--- src/rtl/nibble_alu.sv ---
// Nibble-wide ALU: pass-A, compare/subtract, pass-B, ADD and NOR, with the
// result, carry and zero flags held in registers (one-clock latency).
module nibble_alu #(
    parameter int WIDTH = 4
) (
    input  logic             clock,
    input  logic             reset,
    input  logic             en,
    input  logic [2:0]       opcode,
    input  logic [WIDTH-1:0] A,
    input  logic [WIDTH-1:0] B,
    output logic [WIDTH-1:0] Out,
    output logic             carry,
    output logic             zero
);

    localparam logic [2:0] OP_OUT = 3'b000;
    localparam logic [2:0] OP_CMP = 3'b001;
    localparam logic [2:0] OP_LD  = 3'b010;
    localparam logic [2:0] OP_ADD = 3'b011;
    localparam logic [2:0] OP_NOR = 3'b100;

    logic [WIDTH-1:0] out_q, out_d;
    logic             carry_q, carry_d;
    logic             zero_q, zero_d;
    logic [WIDTH:0]   sum;

    always_comb begin
        sum     = '0;
        out_d   = '0;
        carry_d = 1'b0;
        unique case (opcode)
            OP_OUT: out_d = A;
            OP_CMP: begin
                // carry out of A + ~B + 1 is the no-borrow flag (A >= B)
                sum     = {1'b0, A} + {1'b0, ~B} + {{WIDTH{1'b0}}, 1'b1};
                out_d   = sum[WIDTH-1:0];
                carry_d = sum[WIDTH];
            end
            OP_LD:  out_d = B;
            OP_ADD: begin
                sum     = {1'b0, A} + {1'b0, B};
                out_d   = sum[WIDTH-1:0];
                carry_d = sum[WIDTH];
            end
            OP_NOR: out_d = ~(A | B);
            default: begin
                out_d   = '0;
                carry_d = 1'b0;
            end
        endcase
        zero_d = (out_d == '0);
    end

    always_ff @(posedge clock or negedge reset) begin
        if (!reset) begin
            out_q   <= '0;
            carry_q <= 1'b0;
            zero_q  <= 1'b0;
        end else if (en) begin
            out_q   <= out_d;
            carry_q <= carry_d;
            zero_q  <= zero_d;
        end
    end

    assign Out   = out_q;
    assign carry = carry_q;
    assign zero  = zero_q;

endmodule

--- config.mk ---
export PLATFORM = sky130hd
export DESIGN_NAME = nibble_alu
export DESIGN_NICKNAME = d
export VERILOG_FILES = /design/src/rtl/nibble_alu.sv
export SDC_FILE = /design/constraint.sdc
export NUM_CORES = 1
export LEC_CHECK = 0
export BUFFER_PORTS_ARGS = -buffer_cell sky130_fd_sc_hd__buf_2
export CAP_MARGIN = 10
export CORE_MARGIN = 2
export CORE_UTILIZATION = 42
export DETAILED_ROUTE_END_ITERATION = 8
export GPL_TIMING_DRIVEN = 1
export MAX_ROUTING_LAYER = met4
export PLACE_DENSITY = 0.65
export SLEW_MARGIN = 20
export SYNTH_ARGS = -nofsm -noshare
export SYNTH_HDL_FRONTEND = slang
export SYNTH_SLANG_ARGS = --single-unit
--- constraint.sdc ---
create_clock -name clock -period 1.4 [get_ports clock]
set_clock_uncertainty 0.05 [all_clocks]
set_input_delay 0 -clock clock [delete_from_list [all_inputs] [get_ports clock]]
set_output_delay 0 -clock clock [all_outputs]
set_load 0.02 [all_outputs]
-- After elaboration in Yosys (flattened, before gate mapping)
Index checks and enable logic that the tools add are counted.
- flip-flop bits (word level): 6
- input bits: 14
- output and inout bits: 6
- word-level logic and storage cells: 17
- add/sub/neg operators: 3
- equality and inequality tests: 4
- multiplexer cells: 2
- bitwise gates (word level): 3
- reduce and logical (&&, ||, !) cells: 2
- operators by type and width (cell ; count):
    $pmux W4 S5 ; 1
    $add A4 B4 Y5 ; 2
    $not A4 Y4 ; 2
    $eq A3 B2 Y1 const B ; 2
    $add A5 B1 Y5 const B ; 1
    $logic_not A4 Y1 ; 1
    $or A4 B4 Y4 ; 1
    $eq A3 B1 Y1 const B ; 1
    $eq A3 B3 Y1 const B ; 1
    $logic_not A3 Y1 ; 1
    $pmux W1 S2 ; 1

-- Depth between registers and ports, before layout
Gate-level depths: netlist (run 1).
- word-level depth: 5
- depth in mapped cells: 9

-- Worst setup path before layout (run 1)
OpenSTA, ideal clock, no wires.
- path type: in2reg
- start: in B[1]
- end: reg zero_q (netlist: zero)
- data arrival time: 1396 ps
- path slack: -113 ps
- stages on the path: 7
- buffers on the path: 0
- path through: inv_1 > ha_1 > nor2_1 > nor4_1 > or4_1 > a31oi_1 > a41o_1
- word-level cells in the longest chain between the ends: 5
- elaborated cells between the ends (all ways): 8
- those cells by class: add/sub: 3; mux: 1; bitwise: 3; reduce/logical: 1
- RTL lines (what ; RTL line ; source):
    start, declared ; 11 ; input logic [WIDTH-1:0] B,
    $not A4 Y4 ; 36 ; sum = {1'b0, A} + {1'b0, ~B} + {{WIDTH{1'b0}}, 1'b1};
    $add A4 B4 Y5 ; 36 ;
    $add A5 B1 Y5 ; 36 ;
    $pmux W4 S5 (*) ; 32 ; unique case (opcode)
    $logic_not A4 Y1 (*) ; 52 ; zero_d = (out_d == '0);
    end signal, assigned ; 63 ; zero_q <= zero_d;
    end, declared ; 25 ; logic zero_q, zero_d;
Every way passes the cells marked *; elsewhere a longest branch is shown, timed or not.
A chain may end at the register's enable or synchronous reset.

-- Final worst setup path (run 1)
- start: in A[0]
- end: reg zero_q (netlist: zero)
- word-level cells in the longest chain between the ends: 4
- elaborated cells between the ends (all ways): 7
- those cells by class: add/sub: 3; mux: 1; bitwise: 2; reduce/logical: 1
- RTL lines (what ; RTL line ; source):
    start, declared ; 10 ; input logic [WIDTH-1:0] A,
    $add A4 B4 Y5 or $or A4 B4 Y4 (tied branches) ; 36, 46 ;
    $add A5 B1 Y5 or $not A4 Y4 (tied branches) ; 36, 46 ;
    $pmux W4 S5 (*) ; 32 ;
    $logic_not A4 Y1 (*) ; 52 ;
Marks and branches as above.

==> results of run 1 <==
[state kept, by name (all words and copies together), names as in the netlist]
| signal | flops |
|---|---|
| Out | 4 |
| zero | 1 |
| carry | 1 |
[critical path, cell delays in order]
cell and delay, ns:
buf_2 0.09, inv_1 0.05, ha_2 0.18, buf_4 0.13, nor2_4 0.09, nor4_2 0.05, or4_1 0.51, a31oi_2 0.24
a41o_1 0.18
[Yosys cell counts, types with 2 or more instances]
cell / instances
a21oi_1: 8
buf_2: 3
dfrtp_1: 6
fa_1: 2
ha_1: 12
inv_1: 12
mux2i_1: 4
nand2_1: 4
nand3b_1: 4
nor2_1: 11
nor2b_1: 3
nor3_1: 3
o21ai_0: 3
o31ai_1: 3
xnor2_1: 2
[where the power goes]
part,switching [mW],internal (mW)
Sequential,0.00885,0.195
Clock,0.0570,0.0966
Combinational,0.173,0.164
Total,0.239,0.456
[through the flow]
stage,hold slack [ns],instances
floorplan,-0.346,91
global placement,-0.227,141
detailed placement,-0.223,141
CTS,0.0220,147
global route,0.0621,147
finish,0.0322,147
[path summary, 6_finish.rpt]
kind | depth (start not counted) | end
min reg2reg | 2 | Out[0]
max reg2reg | 2 | zero
max | 9 | zero
min in group asynchronous | 2 | Out[0]
max in group asynchronous | 2 | carry
min | 2 | Out[2]
[routing by layer]
layer	vias to the layer above	share of wire	GRT usage	wire length [µm]
met2	17	0.54	0.325	917
met3	2	0.037	0.0119	63
li1	388	-	-	-
met4	0	0.0077	0.0857	13
met1	335	0.41	0.199	690
met5	-	0	-	0
[final cells by class]
cell class | instances | area share
Inverter | 12 | 0.0438
Timing Repair Buffer | 41 | 0.245
Sequential cell | 6 | 0.135
Multi-Input combinational cell | 68 | 0.538
Tap cell | 17 | 0.0191
Clock buffer | 3 | 0.0202
[timing repair]
item,in CTS,in global routing
hold buffers,1,0
setup buffers,2,0
pin swaps,5,7
hold endpoints to repair,6,0
gates resized for setup,9,9
setup endpoints to repair,3,4
[cell families after synthesis]
kind of cell             count (synthesis)  share of synthesized area
buffers and inverters                   17                      0.102
XOR/XNOR                                 2                     0.0238
flip-flops                               6                      0.204
multiplexers                             4                     0.0543
AO/OA/AOI/OAI                           19                      0.160
AND/OR/NAND/NOR                         29                      0.199
adder cells (fa/ha/maj)                 14                      0.258
==> results.md, run 1 <==
- DR pass1 iterations: 4
- Max Slew Vio Count: 0
- Vias per cell: 5.05
- CTS tree: done
- Critical hold path startpoint: en
- Maxcap violations: 0
- Core Util, Final: 0.660
- Critical Path AT: around 1.5 ns
- DR iter-0 viols: 3
- Synth Area per Inst: slightly above 8 µm²
- Multi-input combinational cell area: 599 µm²
- Seq. cell area: ~150 µm²
- YS warnings: 0
- Total Wirelength: 1690 µm
- Outcome: completed
- Placement Cell Area: 982 µm²
- Crit path required time: approximately 1.5 ns
- Final hold vios: 0
- Max Fclk: roughly 720 MHz
- I/O Buffers: 19
- Syn_nets: approximately 120
- Die area: roughly 2100 µm²
- Asr flop ratio synth: 1.00
- Clock Root Buffer: clkbuf_4
- Nets@finish: 160
- Cell area after synthesis: roughly 740 µm²
- Hold Path Class: in -> reg
- Final WS setup: 0.00487 ns
- Area contributors post-synth: dfrtp_1 20%, ha_1 20%, inv_1 6.1%
- R2r startpoint: zero
- Peak supply drop: approximately 0.29 mV
- Core area: about 1700 µm²
- Dominant synthesized flop cell: dfrtp_1
- Via count of the routed design: approximately 740
- Detailed Place HPWL: between 1000 and 1500 µm
- GRT overflow: 0
- CP startpoint: A[0]
- Yosys cell types: 26
- Clk Latency, worst-skew pair: between 0.2 and 0.25 ns
- Initial antenna violation count: 0
- # rows: 15
- Post-route cell area: between 1000 and 1500 µm²
- First-pass GRT wire length: about 2700 µm
- Worst Max-Slew Pin Slew: 0.280 ns
- Starting Density: 0.436
- Io pins: 20
- Critical path class: in -> reg
- Tcrit/Tclk final: 0.997
- Vias in the first global route: between 600 and 700
- Die height: 45.9 µm
- CTS H-tree lvls: 1
- Power Total: 0.695 mW
- FF-to-FF setup slack: around 0.55 ns
- Diode count: 0
- Share of layout cells above drive strength 1: 0.462
- Filler cells: approximately 150
- Residual DRC count: 0
- GRT Overall Usage: 0.181
- Register bit total from synthesis: 6
- Clock period minus worst slack: approximately 1.4 ns
- Die width: about 46 µm
- Rel. slew slack: 0.812
- Commonest non-fill, non-tap cell in the layout: buf_4
- Clock sinks: 6
- Largest net degree at the start of global routing: 12
- PD cells: around 620 nW/µm²
- Synth top area share: 0.204
- WL/cell: ~11 µm
- Startpoint types: primary input
- Clk slew on worst S/H paths: roughly 0.04 ns
- Most frequent cells in the layout: 20 x buf_4, 18 x buf_2, 10 x inv_1, 10 x nor2_1, 9 x ha_1
- Area Growth Syn to Fin: 51.3%
- Critical path peak fanout: 2
- Setup TNS: 0 ns
- Post-Synthesis Cells: 91
- CTS max path bufs: 2
- Post-synth EDFFs: 0
- # setup viols final: 0
- CTS buffer count: 3
- Yosys top cell by area: dfrtp_1
- Routability cong.: roughly 0.76
- Leak: 0.558 nW
- Place WS: -0.342 ns
- Register area share after synthesis: 0.204
- Critical path endpoint category: flop
- Post-DRT Antenna Nets: 0
- RSZ-0062 raised after global routing: yes
Power figures use the tool's default switching activity.
==> run 2, diff against run 1 <==
- clock period: 1.4 -> 1.3 ns (I/O delays scaled with it)
==> run 2 against run 1 <==
Net effect: the run now ends with negative setup slack left; largest power group unchanged; global-route usage rose by 1.0 points; sequential power increased by 8%; non-clock buffer count unchanged; combinational power is 15% higher; die area is the same; setup slack worse by 0.060 ns; count of clock-buffer cells in the layout is the same; final cell count unchanged; clock power increased by 8%; critical path depth fell by 1; flip-flop and latch count unchanged; wire length rose by 3.0%; highest routed layer unchanged; critical endpoint unchanged.
==> results.md, run 2 (synthesis results as in run 1) <==
- Max Fclk: ~740 MHz
- Outcome: finished, violations left
- Starting Density: 0.436
- Worst Max-Slew Pin Slew: 0.340 ns
- Power Total: approximately 0.78 mW
- Die width: about 46 µm
- Post-route cell area: roughly 1200 µm²
- Clock period minus worst slack: roughly 1.4 ns
- Final WS setup: -0.0555 ns
- Critical path peak fanout: 2
- Area Growth Syn to Fin: 56.5%
- Max Slew Vio Count: 0
- Total Wirelength: ~1700 µm
- Die area: approximately 2100 µm²
- Filler cells: approximately 140
- Placed cells: around 140
- Nets@finish: 160
- DR iter-0 viols: 12
- Place WS: -0.441 ns
- DR pass1 iterations: 4
- Clock sinks: 6
- Peak supply drop: around 0.33 mV
- GRT overflow: 0
- Crit path required time: roughly 1.4 ns
- RSZ-0062 raised after global routing: yes
- Core area: roughly 1700 µm²
- Min Hold Slack: 0.0252 ns
- Clk slew on worst S/H paths: approximately 0.040 ns
- Via count of the routed design: around 770
- Critical path class: in -> reg
- Multi-input combinational cell area: between 600 and 700 µm²
- PD cells: ~670 nW/µm²
- Placement Cell Area: just under 1000 µm²
- CTS H-tree lvls: 1
- CTS buffer count: 3
- Vias in the first global route: slightly above 700
- Io pins: 20
- Diode count: 0
- Largest register FFs: 4
- Seq. cell area: about 150 µm²
- First-pass GRT wire length: between 2000 and 3000 µm
- CTS max path bufs: 2
- Clock Root Buffer: clkbuf_4
- CTS tree: done
- Vias per cell: roughly 5.2
- Setup TNS: -0.0966 ns
- Commonest non-fill, non-tap cell in the layout: buf_4
- Core Util, Final: 0.683
- Startpoint types: primary input
- Initial antenna violation count: 0
- I/O Buffers: 19
- Maxcap violations: 0
- Violated checks: negative setup slack
- FF-to-FF setup slack: roughly 0.45 ns
- Hold Path Class: in -> reg
- # rows: 15
- Clk Latency, worst-skew pair: ~0.24 ns
- Residual DRC count: 0
- Tcrit/Tclk final: 1.04
- Critical path endpoint category: flop
- Rel. slew slack: 0.772
- Die height: around 46 µm
- Post-route insts no fill: roughly 150
- Share of layout cells above drive strength 1: 0.477
- Final hold vios: 0
- Routability cong.: 0.764
- Leak: between 0.5 and 0.6 nW
- # setup viols final: 3
- Detailed Place HPWL: ~1400 µm
- Post-DRT Antenna Nets: 0
- Most frequent cells in the layout: 20 x buf_4, 17 x buf_2, 10 x nor2_1, 10 x ha_1, 9 x inv_1
- WL/cell: 11.8 µm
- Largest net degree at the start of global routing: 12
- Critical Path AT: between 1 and 1.5 ns
- GRT Overall Usage: 0.192
## run 2: worst paths after layout
path / start / to / cells after the start
setup / recovery: A[1] / zero / 8
hold / removal: en / Out[1] / 2
setup reg to reg: zero / zero / 2
hold reg to reg: Out[0] / Out[0] / 2
max in group asynchronous: reset / Out[2] / 2
min in group asynchronous: reset / Out[0] / 2
## run 2: per-layer routing
layer | wire length, µm | GRT usage | part of all wire
met1 | 768 | 0.229 | 0.44
met2 | 904 | 0.317 | 0.52
met3 | 45 | 0.0119 | 0.026
met4 | 15 | 0.103 | 0.0086
met5 | 0 | - | 0
## run 2: layout make-up
class | count | area share
Tap cell | 17 | 0.0184
Inverter | 12 | 0.0423
Multi-Input combinational cell | 68 | 0.544
Clock buffer | 3 | 0.0195
Sequential cell | 6 | 0.130
Timing Repair Buffer | 41 | 0.245
## run 2: power by group
group | internal [mW] | leakage (nW) | switching [mW]
Combinational | 0.188 | 0.474 | 0.199
Sequential | 0.210 | 0.0738 | 0.0107
Clock | 0.104 | 0.0138 | 0.0632
## run 2: critical path, stage by stage
cell	delay, ns
buf_2	0.11
inv_1	0.11
ha_4	0.23
nor2_4	0.10
nor4_4	0.05
or4_4	0.55
a31oi_4	0.15
a41o_1	0.18
## run 2: repair_timing
| item | in CTS | in global routing |
|---|---|---|
| setup endpoints to repair | 4 | 5 |
| hold buffers | 1 | 0 |
| pin swaps | 6 | 8 |
| hold endpoints to repair | 6 | 0 |
| gates resized for setup | 9 | 16 |
| setup buffers | 1 | 0 |
